===== src/rtl/alloc_requester.sv =====
// alloc_requester: per-slot job front end for the separable allocator; `define REQ_TIMEOUT_EN adds a REQ-state timeout
module alloc_requester #(
  parameter int NUM_REQS = 4,
  parameter int NUM_RESS = 3,
  parameter int LEN_W = 4,
  parameter int TIMEOUT = 15,
  localparam int RW = NUM_RESS > 1 ? $clog2(NUM_RESS) : 1
) (
  input  logic                clk,
  input  logic                reset,
  input  logic [NUM_REQS-1:0] in_valid,
  output logic [NUM_REQS-1:0] in_ready,
  input  logic [NUM_RESS-1:0] in_mask [NUM_REQS],
  input  logic [LEN_W-1:0]    in_len [NUM_REQS],
  output logic [NUM_RESS-1:0] requests [NUM_REQS],
  input  logic [NUM_REQS-1:0] grants [NUM_RESS],
  output logic [NUM_REQS-1:0] xfer_valid,
  output logic [RW-1:0]       xfer_res [NUM_REQS],
  output logic [NUM_REQS-1:0] done,
  output logic [NUM_RESS-1:0] res_busy,
  output logic                grant_err
`ifdef REQ_TIMEOUT_EN
  ,
  output logic [NUM_REQS-1:0] timeout
`endif
);
  typedef enum logic [1:0] {IDLE, REQ, HOLD} st_t;
  st_t st [NUM_REQS];
  st_t st_n [NUM_REQS];
  logic [NUM_RESS-1:0] m [NUM_REQS];
  logic [LEN_W-1:0] l [NUM_REQS];
  logic [LEN_W-1:0] c [NUM_REQS];
  logic [RW-1:0] h [NUM_REQS];
  logic [RW-1:0] tr [NUM_REQS];
  logic [NUM_REQS-1:0] tk;
  logic [NUM_REQS-1:0] to;
  logic gerr;
  logic fnd;
  logic ok;
  if (TIMEOUT < 1) $error("TIMEOUT must be at least 1");
`ifdef REQ_TIMEOUT_EN
  localparam int AW = $clog2(TIMEOUT + 1);
  logic [AW-1:0] age [NUM_REQS];
  always_comb begin
    for (int i = 0; i < NUM_REQS; i++)
      to[i] = st[i] == REQ && age[i] == AW'(TIMEOUT - 1) && !tk[i];
  end
  assign timeout = to;
  always_ff @(posedge clk) begin
    for (int i = 0; i < NUM_REQS; i++)
      age[i] <= reset ? '0 : st[i] == REQ ? age[i] + 1'b1 : '0;
  end
`else
  assign to = '0;
`endif
  // A resource goes to the lowest-index requesting slot; a slot keeps its lowest won resource.
  always_comb begin
    gerr = 1'b0;
    fnd = 1'b0;
    ok = 1'b0;
    tk = '0;
    for (int i = 0; i < NUM_REQS; i++) tr[i] = '0;
    for (int r = 0; r < NUM_RESS; r++) begin
      fnd = 1'b0;
      for (int i = 0; i < NUM_REQS; i++) begin
        if (grants[r][i]) begin
          ok = st[i] == REQ && !res_busy[r];
          gerr = gerr | !ok | fnd | tk[i];
          if (ok && !fnd && !tk[i]) begin
            tk[i] = 1'b1;
            tr[i] = RW'(r);
          end
          fnd = fnd | ok;
        end
      end
    end
  end
  always_ff @(posedge clk) begin
    if (reset) begin
      grant_err <= 1'b0;
      for (int i = 0; i < NUM_REQS; i++) begin
        st[i] <= IDLE;
        m[i] <= '0;
        l[i] <= '0;
        c[i] <= '0;
        h[i] <= '0;
      end
    end else begin
      grant_err <= grant_err | gerr;
      for (int i = 0; i < NUM_REQS; i++) begin
        st[i] <= st_n[i];
        if (st[i] == IDLE && in_valid[i]) begin
          m[i] <= in_mask[i];
          l[i] <= in_len[i];
        end
        if (st[i] == REQ && tk[i]) begin
          h[i] <= tr[i];
          c[i] <= l[i];
        end
        if (st[i] == HOLD && c[i] != '0) c[i] <= c[i] - 1'b1;
      end
    end
  end
  always_comb begin
    for (int i = 0; i < NUM_REQS; i++)
      st_n[i] = st[i] == IDLE ? (in_valid[i] ? REQ : IDLE)
              : st[i] == REQ ? (tk[i] ? HOLD : to[i] ? IDLE : REQ)
              : c[i] == '0 ? IDLE : HOLD;
  end
  always_comb begin
    res_busy = '0;
    for (int i = 0; i < NUM_REQS; i++) begin
      in_ready[i] = st[i] == IDLE;
      xfer_valid[i] = st[i] == HOLD;
      done[i] = st[i] == HOLD && c[i] == '0;
      xfer_res[i] = h[i];
      if (st[i] == HOLD) res_busy[h[i]] = 1'b1;
    end
    for (int i = 0; i < NUM_REQS; i++)
      requests[i] = st[i] == REQ ? m[i] & ~res_busy : '0;
  end
endmodule

===== config.mk =====
export PLATFORM = sky130hd
export DESIGN_NAME = alloc_requester
export DESIGN_NICKNAME = d
export VERILOG_FILES = /design/src/rtl/alloc_requester.sv
export SDC_FILE = /design/constraint.sdc
export NUM_CORES = 1
export LEC_CHECK = 0
export CAP_MARGIN = 0
export CORE_AREA = 2 2 90 92
export CTS_BUF_LIST = sky130_fd_sc_hd__clkbuf_4
export CTS_CLUSTER_DIAMETER = 100
export DETAILED_ROUTE_END_ITERATION = 16
export DIE_AREA = 0 0 92 94
export MAX_ROUTING_LAYER = met4
export PLACE_DENSITY = 0.73
export SETUP_SLACK_MARGIN = 0.15
export SLEW_MARGIN = 30
export SYNTH_ARGS = -nofsm -noshare
export SYNTH_HDL_FRONTEND = slang
export SYNTH_SLANG_ARGS = --single-unit

===== constraint.sdc =====
create_clock -name clk -period 4 [get_ports clk]
set_input_delay 1 -clock clk [delete_from_list [all_inputs] [get_ports clk]]
set_output_delay 1 -clock clk [all_outputs]
set_load 0.01 [all_outputs]

**Word level (Yosys, flattened, before mapping)**

Memory sizes are Yosys's and may differ from the RTL's.
Index checks and enable logic that the tools add are counted.

- Output and inout port bits: 36
- ROM bits: 0
- Input bits: 46
- Bits in writable memories: 60
- Logic and storage cells: 346
- Register bits after elaboration: 1
- Bits in latches: 0
- Memories: 5

- Equality and inequality tests: 8
- Multiplexer cells: 160
- Order comparisons: 8
- Multipliers: 0
- Shifts and indexed selects: 0
- Div/mod/pow operators: 0
- Bitwise gates (word level): 67
- Reduce and logical (&&, ||, !) cells: 93
- $add $sub $neg: 4

Memory list:

| memory | words | bits a word | read ports | clocked after Yosys merged registers in | write ports | RTL line | RTL |
|---|---|---|---|---|---|---|---|
| c | 4 | 4 | 4 | 0 | 4 | 32 | `logic [LEN_W-1:0] c [NUM_REQS];` |
| l | 4 | 4 | 4 | 0 | 4 | 31 | `logic [LEN_W-1:0] l [NUM_REQS];` |
| m | 4 | 3 | 4 | 0 | 4 | 30 | `logic [NUM_RESS-1:0] m [NUM_REQS];` |
| h | 4 | 2 | 4 | 0 | 4 | 33 | `logic [RW-1:0] h [NUM_REQS];` |
| st | 4 | 2 | 4 | 0 | 4 | 28 | `st_t st [NUM_REQS];` |

Operator list:

| cell | number |
|---|---|
| 1-bit two-way mux | 100 |
| 2-bit two-way mux | 32 |
| 1-bit OR | 59 |
| 1-bit logical AND | 49 |
| 4-bit two-way mux | 12 |
| 3-bit two-way mux | 12 |
| 1-bit zero test | 32 |
| 4-bit zero test | 4 |
| 4-bit nonzero test | 4 |
| 4-bit by 1-bit subtractor with 4-bit output (second input constant) | 4 |
| 3-bit AND | 4 |
| 2-bit by 3-bit less-than comparator with 1-bit output (second input constant) | 4 |
| 3-bit OR | 3 |
| 1-bit demux with 2-bit select | 4 |
| 2-bit by 1-bit == test with 1-bit output (second input constant) | 4 |
| 2-bit == test (second input constant) | 4 |
| 2-bit by 1-bit greater-or-equal comparator with 1-bit output (second input constant) | 4 |
| 2-bit zero test | 4 |
| 3-bit inverter | 1 |

**Longest topological paths before layout**

An unclocked memory read counts as a cell.

- Depth in word-level cells: 56
- Mapped depth: 7
- Gate-level depth less buffers: 7

**Worst setup path before layout**

No wires, ideal clock.

- Path kind: in2reg
- Start point: input port grants[4] (netlist name)
- End point: memory c[2][2] (netlist: c[0][10]), enable pin
- Data arrival time: 2.292 ns
- Data required time: 3.690 ns
- Stages on the path: 6
- Library setup time: 0.310 ns
- Slack: 1.398 ns
- Path buffers: 0
- Cell sequence: nand3b_1 > o21ai_1 > or4b_4 > a31oi_2 > or2_1 > nand2b_1

RTL lines:

| item | RTL line | RTL |
|---|---|---|
| start, declared | 16 | `input logic [NUM_REQS-1:0] grants [NUM_RESS],` |
| end, declared | 32 |  |

==> key figures <==
Critical path
  • Reg2reg start: st[2][0]
  • CP endpoint kind: output pin
  • CP top delay family: simple AND/OR/NAND/NOR gates
  • Max stage delay cell, worst path: nor2_1
  • Crit path kind: flop to output pin
  • CP startpoint kind: flop
  • FF-to-FF End: c[0][1]
  • Crit path required time: 3.00 ns
  • FF-to-FF path depth: 7
  • Flop2flop setup slack: 1.12 ns
  • CP arrival: 2.66 ns
  • Largest stage delay, worst path: 0.62 ns
  • CP max FO: 9
  • Critical Path, Cell by Cell: nand2b_1 -> o32ai_1 -> nor2_1 -> and3_1 -> clkdlybuf4s50_1
  • Critical path buffers and inverters: 1

Synthesis
  • Syn Area/Cell: 10.3 um2
  • Synthesized cell area: 3390 um2
  • Synth top area share: 46.1%
  • Async set-reset flop share out of synthesis: 0%
  • Netlist cell types: 61
  • EDFF count, synth: 52
  • Syn Nets: 378
  • Synth Flop Type: edfxtp_1
  • Synth Instances: 328
  • Seq/Total Area, Yosys: 51.4%
  • Synth warn: 0
  • Synth top area cells: edfxtp_1 (46%), and2_1 (5.4%), dfxtp_1 (5.3%)
  • Yosys reg bits: 61
  • Yosys top cell by area: edfxtp_1

Hold path
  • Hold Crit Depth: 1
  • Worst hold path class: flop to flop
  • Hold_sp: l[1][2]
  • Worst hold endpoint: c[0][6]

Final layout
  • Register Area: 1740 um2
  • Multi-input logic area: 1550 um2
  • Fraction of layout cells with a size suffix above 1: 7.13%
  • Nets: 466
  • Most frequent cells in the layout: clkdlybuf4s50_1 (81), edfxtp_1 (52), nor2_1 (41), and2_1 (29), nand2_1 (25)
  • Layout fillers: 654
  • Area Overhead vs Synth: 32.9%
  • N_diodes: 0
  • Commonest non-fill, non-tap cell in the layout: clkdlybuf4s50_1

Detailed routing
  • WL/cell: 16.4 um
  • Detailed Route WL: 8590 um
  • Via Count: 2856
  • Initial DRC Count: 182
  • # DRC: 0
  • Final ANT Viol Nets: 0
  • Via-to-Cell Ratio: 5.46
  • DR pass1 iterations: 4

Power and ir drop
  • Register share of total power: 39.1%
  • Worst VDD drop: 0.237 mV
  • Cell area power density: 561 nW/um2
  • Clock power frac: 22.0%
  • Net Sw Frac: 35.1%
  • Net Sw Power: 887 uW
  • Combinational power share: 38.9%
  • Leak: 0.00172 uW
  • Cell Int Power: 1640 uW

CTS
  • Clk slew on worst S/H paths: 0.10 ns
  • Clock Latency Late Sink: 0.42 ns
  • CTS buffer count: 9
  • CTS tree: built
  • Post-CTS Setup Inserts: 0
  • Post-CTS Hold Fix Bufs: 0
  • Post-CTS sizing: 0
  • H-Tree Depth: 3
  • CTS Sinks: 61
  • Clock root cell: clkbuf_4
  • Clock buffer depth: 2

Floorplanning
  • Core area: 7610 um2
  • Die footprint: 8650 um2
  • Number of top-level pins: 82
  • Num rows: 32
  • Initial Util: 44.6%
  • Die H: 94 um
  • DIE WIDTH: 92 um

Placement
  • Post-DP HPWL: 6500 um
  • Routability congestion estimate: 0.922
  • Place WS: 0.725 ns
  • Port bufs: 81

Global routing
  • Initial antenna violation count: 0
  • First-pass GRT wire length: 13800 um
  • Grt total ovfl: 0
  • Largest net degree at the start of global routing: 27
  • Vias in the first global route: 2860
  • Gr usage total: 21.6%

Run status
  • Outcome: finished clean

Timing
  • RSZ-0062 raised after global routing: false
  • Final slew viol count: 0
  • Tcrit/Tclk final: 91.4%
  • Endpoints failing setup: 0
  • Minimum clock period: 3.66 ns
  • Worst rel slew slack: 47.7%
  • Final WS setup: 0.345 ns
  • Clock skew: 0.0155 ns
  • Fmax: 274 MHz
  • Final hold vios: 0
  • Setup TNS: 0 ns
  • Worst Tran Pin Value: 0.781 ns

Flow run
  • Max cap viols: 0
[kinds of logic (layout without fill, tap and decap cells)]
| group | Yosys count | in the layout | synth area share (%) |
|---|---|---|---|
| adder cells (fa/ha/maj) | 4 | 4 | 1.48 |
| AND/OR/NAND/NOR | 168 | 168 | 27.1 |
| buffers and inverters | 25 | 118 | 2.81 |
| flip-flops | 61 | 61 | 51.4 |
| XOR/XNOR | 8 | 8 | 2.07 |
| AO/OA/AOI/OAI | 62 | 62 | 15.1 |
[power groups by stage]
stage          Clock [uW]  Sequential (uW)  Combinational (uW)
6_report              557              987                 983
5_1_grt               584             1010                1080
4_1_cts               561              986                 977
3_5_place_dp            0             1000                 967
3_3_place_gp            0              991                 966
2_1_floorplan           0              976                 611
[registers in the layout, indices dropped and copies added, names as in the netlist]
register	flops
c	16
grant_err	1
h	8
l	16
m	12
st	8
[through the flow]
step / util [%] / instance area, um2 / power (uW) / hold WS (ns) / instances
finish: 59.2 / 4510 / 2530 / 0.534 / 523
global placement: 56.7 / 4310 / 1960 / 0.505 / 506
detailed placement: 56.7 / 4310 / 1970 / 0.515 / 506
global route: 59.2 / 4510 / 2670 / 0.562 / 523
floorplan: - / 3390 / 1590 / 0.480 / 328
CTS: 59.1 / 4500 / 2520 / 0.539 / 522
[layer usage]
metal	global-route usage, %	share of wire [%]	up-vias
met3	3.45	6.0	21
met1	27.2	45	1315
met5	-	0	-
met2	34.2	46	120
met4	10.3	2.5	0
li1	-	-	1400
[worst max path at each step]
stage          startpoint           to  slack, ns  cells past startpoint
2_1_floorplan   grants[4]     c[0][10]       1.40                      6
3_3_place_gp    grants[8]      c[0][8]       0.76                      7
3_5_place_dp     st[2][0]  requests[2]       0.72                      6
4_1_cts          st[2][0]  requests[2]       0.26                      6
5_1_grt          st[0][1]  res_busy[1]       0.24                      4
6_report         st[2][0]  requests[0]       0.34                      5
[synthesized netlist by cell type, types with 7 or more instances]
| cell | n |
|---|---|
| a21oi_1 | 13 |
| and2_1 | 29 |
| and3_1 | 11 |
| dfxtp_1 | 9 |
| edfxtp_1 | 52 |
| inv_1 | 17 |
| nand2_1 | 25 |
| nand2b_1 | 10 |
| nand3_1 | 7 |
| nor2_1 | 41 |
| nor3_1 | 9 |
| o2bb2ai_1 | 8 |
| xnor2_1 | 8 |
[area by class of cell]
type                    count  area share [%]
flip-flops and latches     61            38.7
clock inverters             6            2.47
inverters                  19            1.58
well taps                 102            2.83
multi-input cells         242            34.5
clock buffers              10            1.67
repair buffers             83            18.3
(Power assumes the default switching activity.)
